[src/rtl/seq_multi_pkg.sv]
// Shared constants for the radix-2 sequential multiplier.
package seq_multi_pkg;

  localparam logic [1:0] ST_IDLE = 2'd0;
  localparam logic [1:0] ST_CALC = 2'd1;
  localparam logic [1:0] ST_DONE = 2'd2;

  // Counter wide enough to hold 0..width.
  function automatic int unsigned cnt_width(input int unsigned width);
    return $clog2(width + 1);
  endfunction

endpackage

[src/rtl/FullAdder.sv]
// One-bit full adder cell.
module FullAdder (
  input  logic a,
  input  logic b,
  input  logic cin,
  output logic sum,
  output logic cout
);

  assign sum  = a ^ b ^ cin;
  assign cout = (a & b) | (cin & (a ^ b));

endmodule

[src/rtl/ripple_adder.sv]
// WIDTH-bit ripple-carry adder chained from FullAdder cells.
module ripple_adder #(
  parameter int unsigned WIDTH = 8
) (
  input  logic [WIDTH-1:0] a,
  input  logic [WIDTH-1:0] b,
  input  logic             cin,
  output logic [WIDTH-1:0] sum,
  output logic             cout
);

  logic [WIDTH:0] carry;

  assign carry[0] = cin;
  assign cout     = carry[WIDTH];

  for (genvar i = 0; i < WIDTH; i++) begin : g_bit
    FullAdder u_fa (
      .a   (a[i]),
      .b   (b[i]),
      .cin (carry[i]),
      .sum (sum[i]),
      .cout(carry[i+1])
    );
  end

endmodule

[src/rtl/seq_multi.sv]
// Sequential shift-add multiplier: one partial product per clock, sign handled by magnitudes.
module seq_multi
  import seq_multi_pkg::*;
#(
  parameter int unsigned WIDTH = 8
) (
  input  logic               clk,
  input  logic               rst,
  input  logic               start,
  input  logic               signed_mode,
  input  logic [WIDTH-1:0]   A,
  input  logic [WIDTH-1:0]   B,
  output logic               busy,
  output logic               done,
  output logic [2*WIDTH-1:0] P
);

  localparam int unsigned CNT_W = cnt_width(WIDTH);

  logic [1:0]         state_q, state_d;
  logic [WIDTH-1:0]   mag_a_q, mag_a_d;
  logic [WIDTH-1:0]   mag_b_q, mag_b_d;
  logic [WIDTH-1:0]   acc_q, acc_d;
  logic               neg_q, neg_d;
  logic [CNT_W-1:0]   cnt_q, cnt_d;
  logic [2*WIDTH-1:0] p_q, p_d;

  logic [WIDTH-1:0]   addend;
  logic [WIDTH-1:0]   step_sum;
  logic               step_cout;
  logic [2*WIDTH-1:0] prod_final;
  logic [2*WIDTH-1:0] prod_neg;
  logic               neg_cout;

  assign addend = mag_b_q[0] ? mag_a_q : '0;

  ripple_adder #(.WIDTH(WIDTH)) u_acc_add (
    .a   (acc_q),
    .b   (addend),
    .cin (1'b0),
    .sum (step_sum),
    .cout(step_cout)
  );

  assign prod_final = {step_cout, step_sum, mag_b_q[WIDTH-1:1]};

  ripple_adder #(.WIDTH(2 * WIDTH)) u_neg_add (
    .a   (~prod_final),
    .b   ('0),
    .cin (1'b1),
    .sum (prod_neg),
    .cout(neg_cout)
  );

  always_comb begin
    state_d = state_q;
    mag_a_d = mag_a_q;
    mag_b_d = mag_b_q;
    acc_d   = acc_q;
    neg_d   = neg_q;
    cnt_d   = cnt_q;
    p_d     = p_q;
    unique case (state_q)
      ST_IDLE, ST_DONE: begin
        if (start) begin
          mag_a_d = (signed_mode && A[WIDTH-1]) ? (~A + 1'b1) : A;
          mag_b_d = (signed_mode && B[WIDTH-1]) ? (~B + 1'b1) : B;
          neg_d   = signed_mode & (A[WIDTH-1] ^ B[WIDTH-1]);
          acc_d   = '0;
          cnt_d   = '0;
          state_d = ST_CALC;
        end else begin
          state_d = ST_IDLE;
        end
      end
      ST_CALC: begin
        {acc_d, mag_b_d} = prod_final;
        cnt_d = cnt_q + 1'b1;
        if (cnt_q == CNT_W'(WIDTH - 1)) begin
          state_d = ST_DONE;
          // Negation carry-out flags a zero product, whose negation is itself.
          p_d = (neg_q && !neg_cout) ? prod_neg : prod_final;
        end
      end
      default: state_d = ST_IDLE;
    endcase
  end

  always_ff @(posedge clk) begin
    if (rst) begin
      state_q <= ST_IDLE;
      mag_a_q <= '0;
      mag_b_q <= '0;
      acc_q   <= '0;
      neg_q   <= 1'b0;
      cnt_q   <= '0;
      p_q     <= '0;
    end else begin
      state_q <= state_d;
      mag_a_q <= mag_a_d;
      mag_b_q <= mag_b_d;
      acc_q   <= acc_d;
      neg_q   <= neg_d;
      cnt_q   <= cnt_d;
      p_q     <= p_d;
    end
  end

  assign busy = (state_q == ST_CALC);
  assign done = (state_q == ST_DONE);
  assign P    = p_q;

endmodule

[config.mk]
export PLATFORM = sky130hd
export DESIGN_NAME = seq_multi
export DESIGN_NICKNAME = d
export VERILOG_FILES = /design/src/rtl/seq_multi_pkg.sv /design/src/rtl/FullAdder.sv /design/src/rtl/ripple_adder.sv /design/src/rtl/seq_multi.sv
export SDC_FILE = /design/constraint.sdc
export NUM_CORES = 1
export LEC_CHECK = 0
export CAP_MARGIN = 15
export CELL_PAD_IN_SITES_DETAIL_PLACEMENT = 0
export CELL_PAD_IN_SITES_GLOBAL_PLACEMENT = 1
export CORE_MARGIN = 10
export CORE_UTILIZATION = 37
export DETAILED_ROUTE_END_ITERATION = 8
export GPL_ROUTABILITY_DRIVEN = 0
export PLACE_DENSITY = 0.8
export REMOVE_ABC_BUFFERS = 1
export SYNTH_ARGS = -nofsm -noshare
export SYNTH_HDL_FRONTEND = slang
export SYNTH_SLANG_ARGS = --single-unit
[constraint.sdc]
create_clock -name clk -period 4.55 [get_ports clk]
set_input_delay 1.1375 -clock clk [delete_from_list [all_inputs] [get_ports clk]]
set_output_delay 1.1375 -clock clk [all_outputs]
set_load 0.005 [all_outputs]
==> results by group <==
Status
  • Status: complete, no violations

Floorplanning
  • Die Width: 105.8 um
  • I/O pins: 38
  • Initial core utilization: 37.77%
  • Die area: 11200 sq um
  • # rows: 31
  • Core Area: 7214 sq um
  • Die Ht: 105.8 um

Finish
  • Layout cell share with drive strength beyond 1: 9.116%
  • Most frequent cells in the layout: 58 x nor2_1, 46 x dfxtp_1, 36 x clkdlybuf4s50_1
  • Fin area: 3323 sq um
  • # diodes: 0
  • Fin cells: 461
  • Commonest non-fill, non-tap cell in the layout: nor2_1
  • Fillcell total: 743
  • Multi-input logic area: 1603 sq um
  • P&R area growth vs syn: 21.95%
  • Seq. cell area: 944.7 sq um
  • Post-layout util: 46.06%
  • Layout Nets: 408

STA
  • Maximum clock frequency: 231.4 MHz
  • Total negative slack: 0 ns
  • Skew final: 0.009310 ns
  • Max Slew Vio Count: 0
  • Post-route clock period utilization: 94.98%
  • Slew headroom: 58.10%
  • Tmin final: 4.321 ns
  • Hold Fails Final Rpt: 0
  • Final Setup Violations: 0
  • Tightest Pin Transition: 0.6279 ns

Routing
  • Total Wirelength: 6008 um
  • Drt first pass iters: 4
  • DRC viols: 0
  • Wire per inst: 13.03 um
  • Iter 0 DRT Violations: 116
  • Antenna viol nets, final: 0
  • Via/cell ratio: 4.855
  • DR vias: 2238

GRT
  • First-pass GRT wire length: 10140 um
  • Initial antenna violation count: 0
  • Total Routing Usage GR: 10.75%
  • Vias in the first global route: 2108
  • Largest net degree at the start of global routing: 35
  • Grt ovf: 0

Critical path
  • Reg2reg path depth: 18
  • Worst EP arrival: 4.54 ns
  • Worst setup EP type: flip-flop
  • Worst R2R Setup Slack: 0.23 ns
  • CP Class: flip-flop to flip-flop
  • Crit start category: flip-flop
  • CP required: 4.77 ns
  • CP Max Fanout: 9

Yosys
  • Syn Inst Count: 331
  • Ys flop type: dfxtp_1
  • Distinct cells, synth: 43
  • Yosys reg bits: 47
  • Synth warn: 0
  • Synthesized area: 2725 sq um
  • Async set or reset register ratio after synthesis: 0%
  • Post-synth EDFFs: 0
  • Seq/Total Area, Yosys: 34.53%
  • Synth Area per Inst: 8.233 sq um

Clocking
  • CTS max path bufs: 2
  • Root Buffer: clkbuf_8
  • CTS tree: built
  • Clk_lat worst skew: 0.30 ns
  • H-tree lvl count: 2
  • Clk sinks: 47
  • Num CTS Buffers: 5
  • Clock-pin slew on the worst setup and hold paths: 0.08 ns
  • Hold Buf Count CTS: 0

Hold path
  • Hold Crit Class: flip-flop to flip-flop
  • Hold Path Cell Cnt: 2

Pwr
  • Lkg Pwr: 1.207 nW
  • Total Power: 0.9023 mW
  • Power per cell area: 271.5 nW/um^2
  • VDD IR-drop max: 0.0001227 V

Placed design
  • Cells after DPL: 449
  • Hpwl dp: 4393 um
  • Cell Area, Placed: 3137 sq um
  • Port Buffer Count: 37

Run
  • Max-cap violations: 0
Yosys cell counts, drive strengths merged, types with 2 or more instances:
cell type	n	area [sq um]
nand3	4	20.02
or4	2	18.77
mux2i	4	40.04
and2	6	37.54
nor2	60	230.2
a31oi	3	18.77
or3	2	12.51
a21oi	33	165.2
a311oi	3	26.28
a211o	2	17.52
inv	25	93.84
a22oi	8	60.06
xor2	2	17.52
fa	7	140.1
o21ai	9	45.04
ha	19	237.7
nor2b	3	18.77
dfxtp	47	940.9
xnor2	5	43.79
o22ai	2	12.51
nand3b	4	30.03
nor3	10	50.05
buf	13	73.82
o41ai	2	32.53
nand2b	3	26.27
nand2	17	63.81
a211oi	18	135.1
clkbuf	9	33.78
repair_timing:
item	in CTS	in global routing
buffers inserted	0	1
endpoints found under the setup margin	0	15
gates resized for setup	0	18
final timing paths:
path / startpoint / end
setup / recovery: mag_b_q[0] / P[1]
hold / removal: mag_a_q[0] / mag_a_q[0]
setup reg to reg: mag_b_q[0] / P[1]
hold reg to reg: mag_a_q[0] / mag_a_q[0]
cell families after synthesis:
kind of cell             Yosys count  share of synthesized area [%]
AND/OR/NAND/NOR                  115                          19.70
AO/OA/AOI/OAI                     84                          20.39
buffers and inverters             47                          7.392
flip-flops                        47                          34.53
adder cells (fa/ha/maj)           26                          13.87
XOR/XNOR                           7                          2.250
multiplexers                       5                          1.882
critical path: stages (launching register included):
cell and delay, ns:
dfxtp_4 0.37, and2_1 0.14, ha_1 0.17, inv_1 0.07, fa_2 0.19, fa_1 0.16
inv_1 0.05, fa_2 0.35, fa_2 0.35, fa_2 0.35, fa_2 0.36, fa_1 0.53
inv_1 0.07, ha_1 0.20, ha_1 0.22, nor2b_4 0.21, buf_6 0.16, a21oi_1 0.07
a211oi_1 0.23
power by group:
group	total, mW	switching, mW	internal, mW
combinational	0.164	0.0894	0.0743
clock	0.300	0.139	0.161
sequential	0.438	0.0134	0.425
total	0.902	0.242	0.660
routing by layer:
| layer | track usage [%] | vias to the layer above | share of wire [%] |
|---|---|---|---|
| met1 | 14.96 | 992 | 50 |
| met4 | 3.772 | 0 | 1.3 |
| met5 | 0 | - | 0 |
| met2 | 15.46 | 34 | 43 |
| li1 | - | 1205 | - |
| met3 | 2.984 | 7 | 4.9 |
registers in the layout, indices dropped and copies added (netlist names):
name	count
mag_b_q	8
neg_q	1
P	16
cnt_q	4
mag_a_q	8
acc_q	8
state_q	2
through the flow:
step	setup WS (ns)	hold WS, ns
2_1_floorplan	-0.4233	0.4212
6_report	0.2286	0.4656
3_5_place_dp	0.05967	0.4518
3_3_place_gp	0.1613	0.4509
4_1_cts	0.04482	0.4636
5_1_grt	-0.03181	0.4736
layout make-up:
class / instances / share of cell area (%)
well taps: 99 / 3.727
flip-flops and latches: 47 / 28.43
inverters: 25 / 2.824
clock inverters: 1 / 0.9036
clock buffers: 6 / 2.184
multi-input cells: 237 / 48.23
repair buffers: 46 / 13.70
Note: power is estimated with default switching activity, not from simulation.
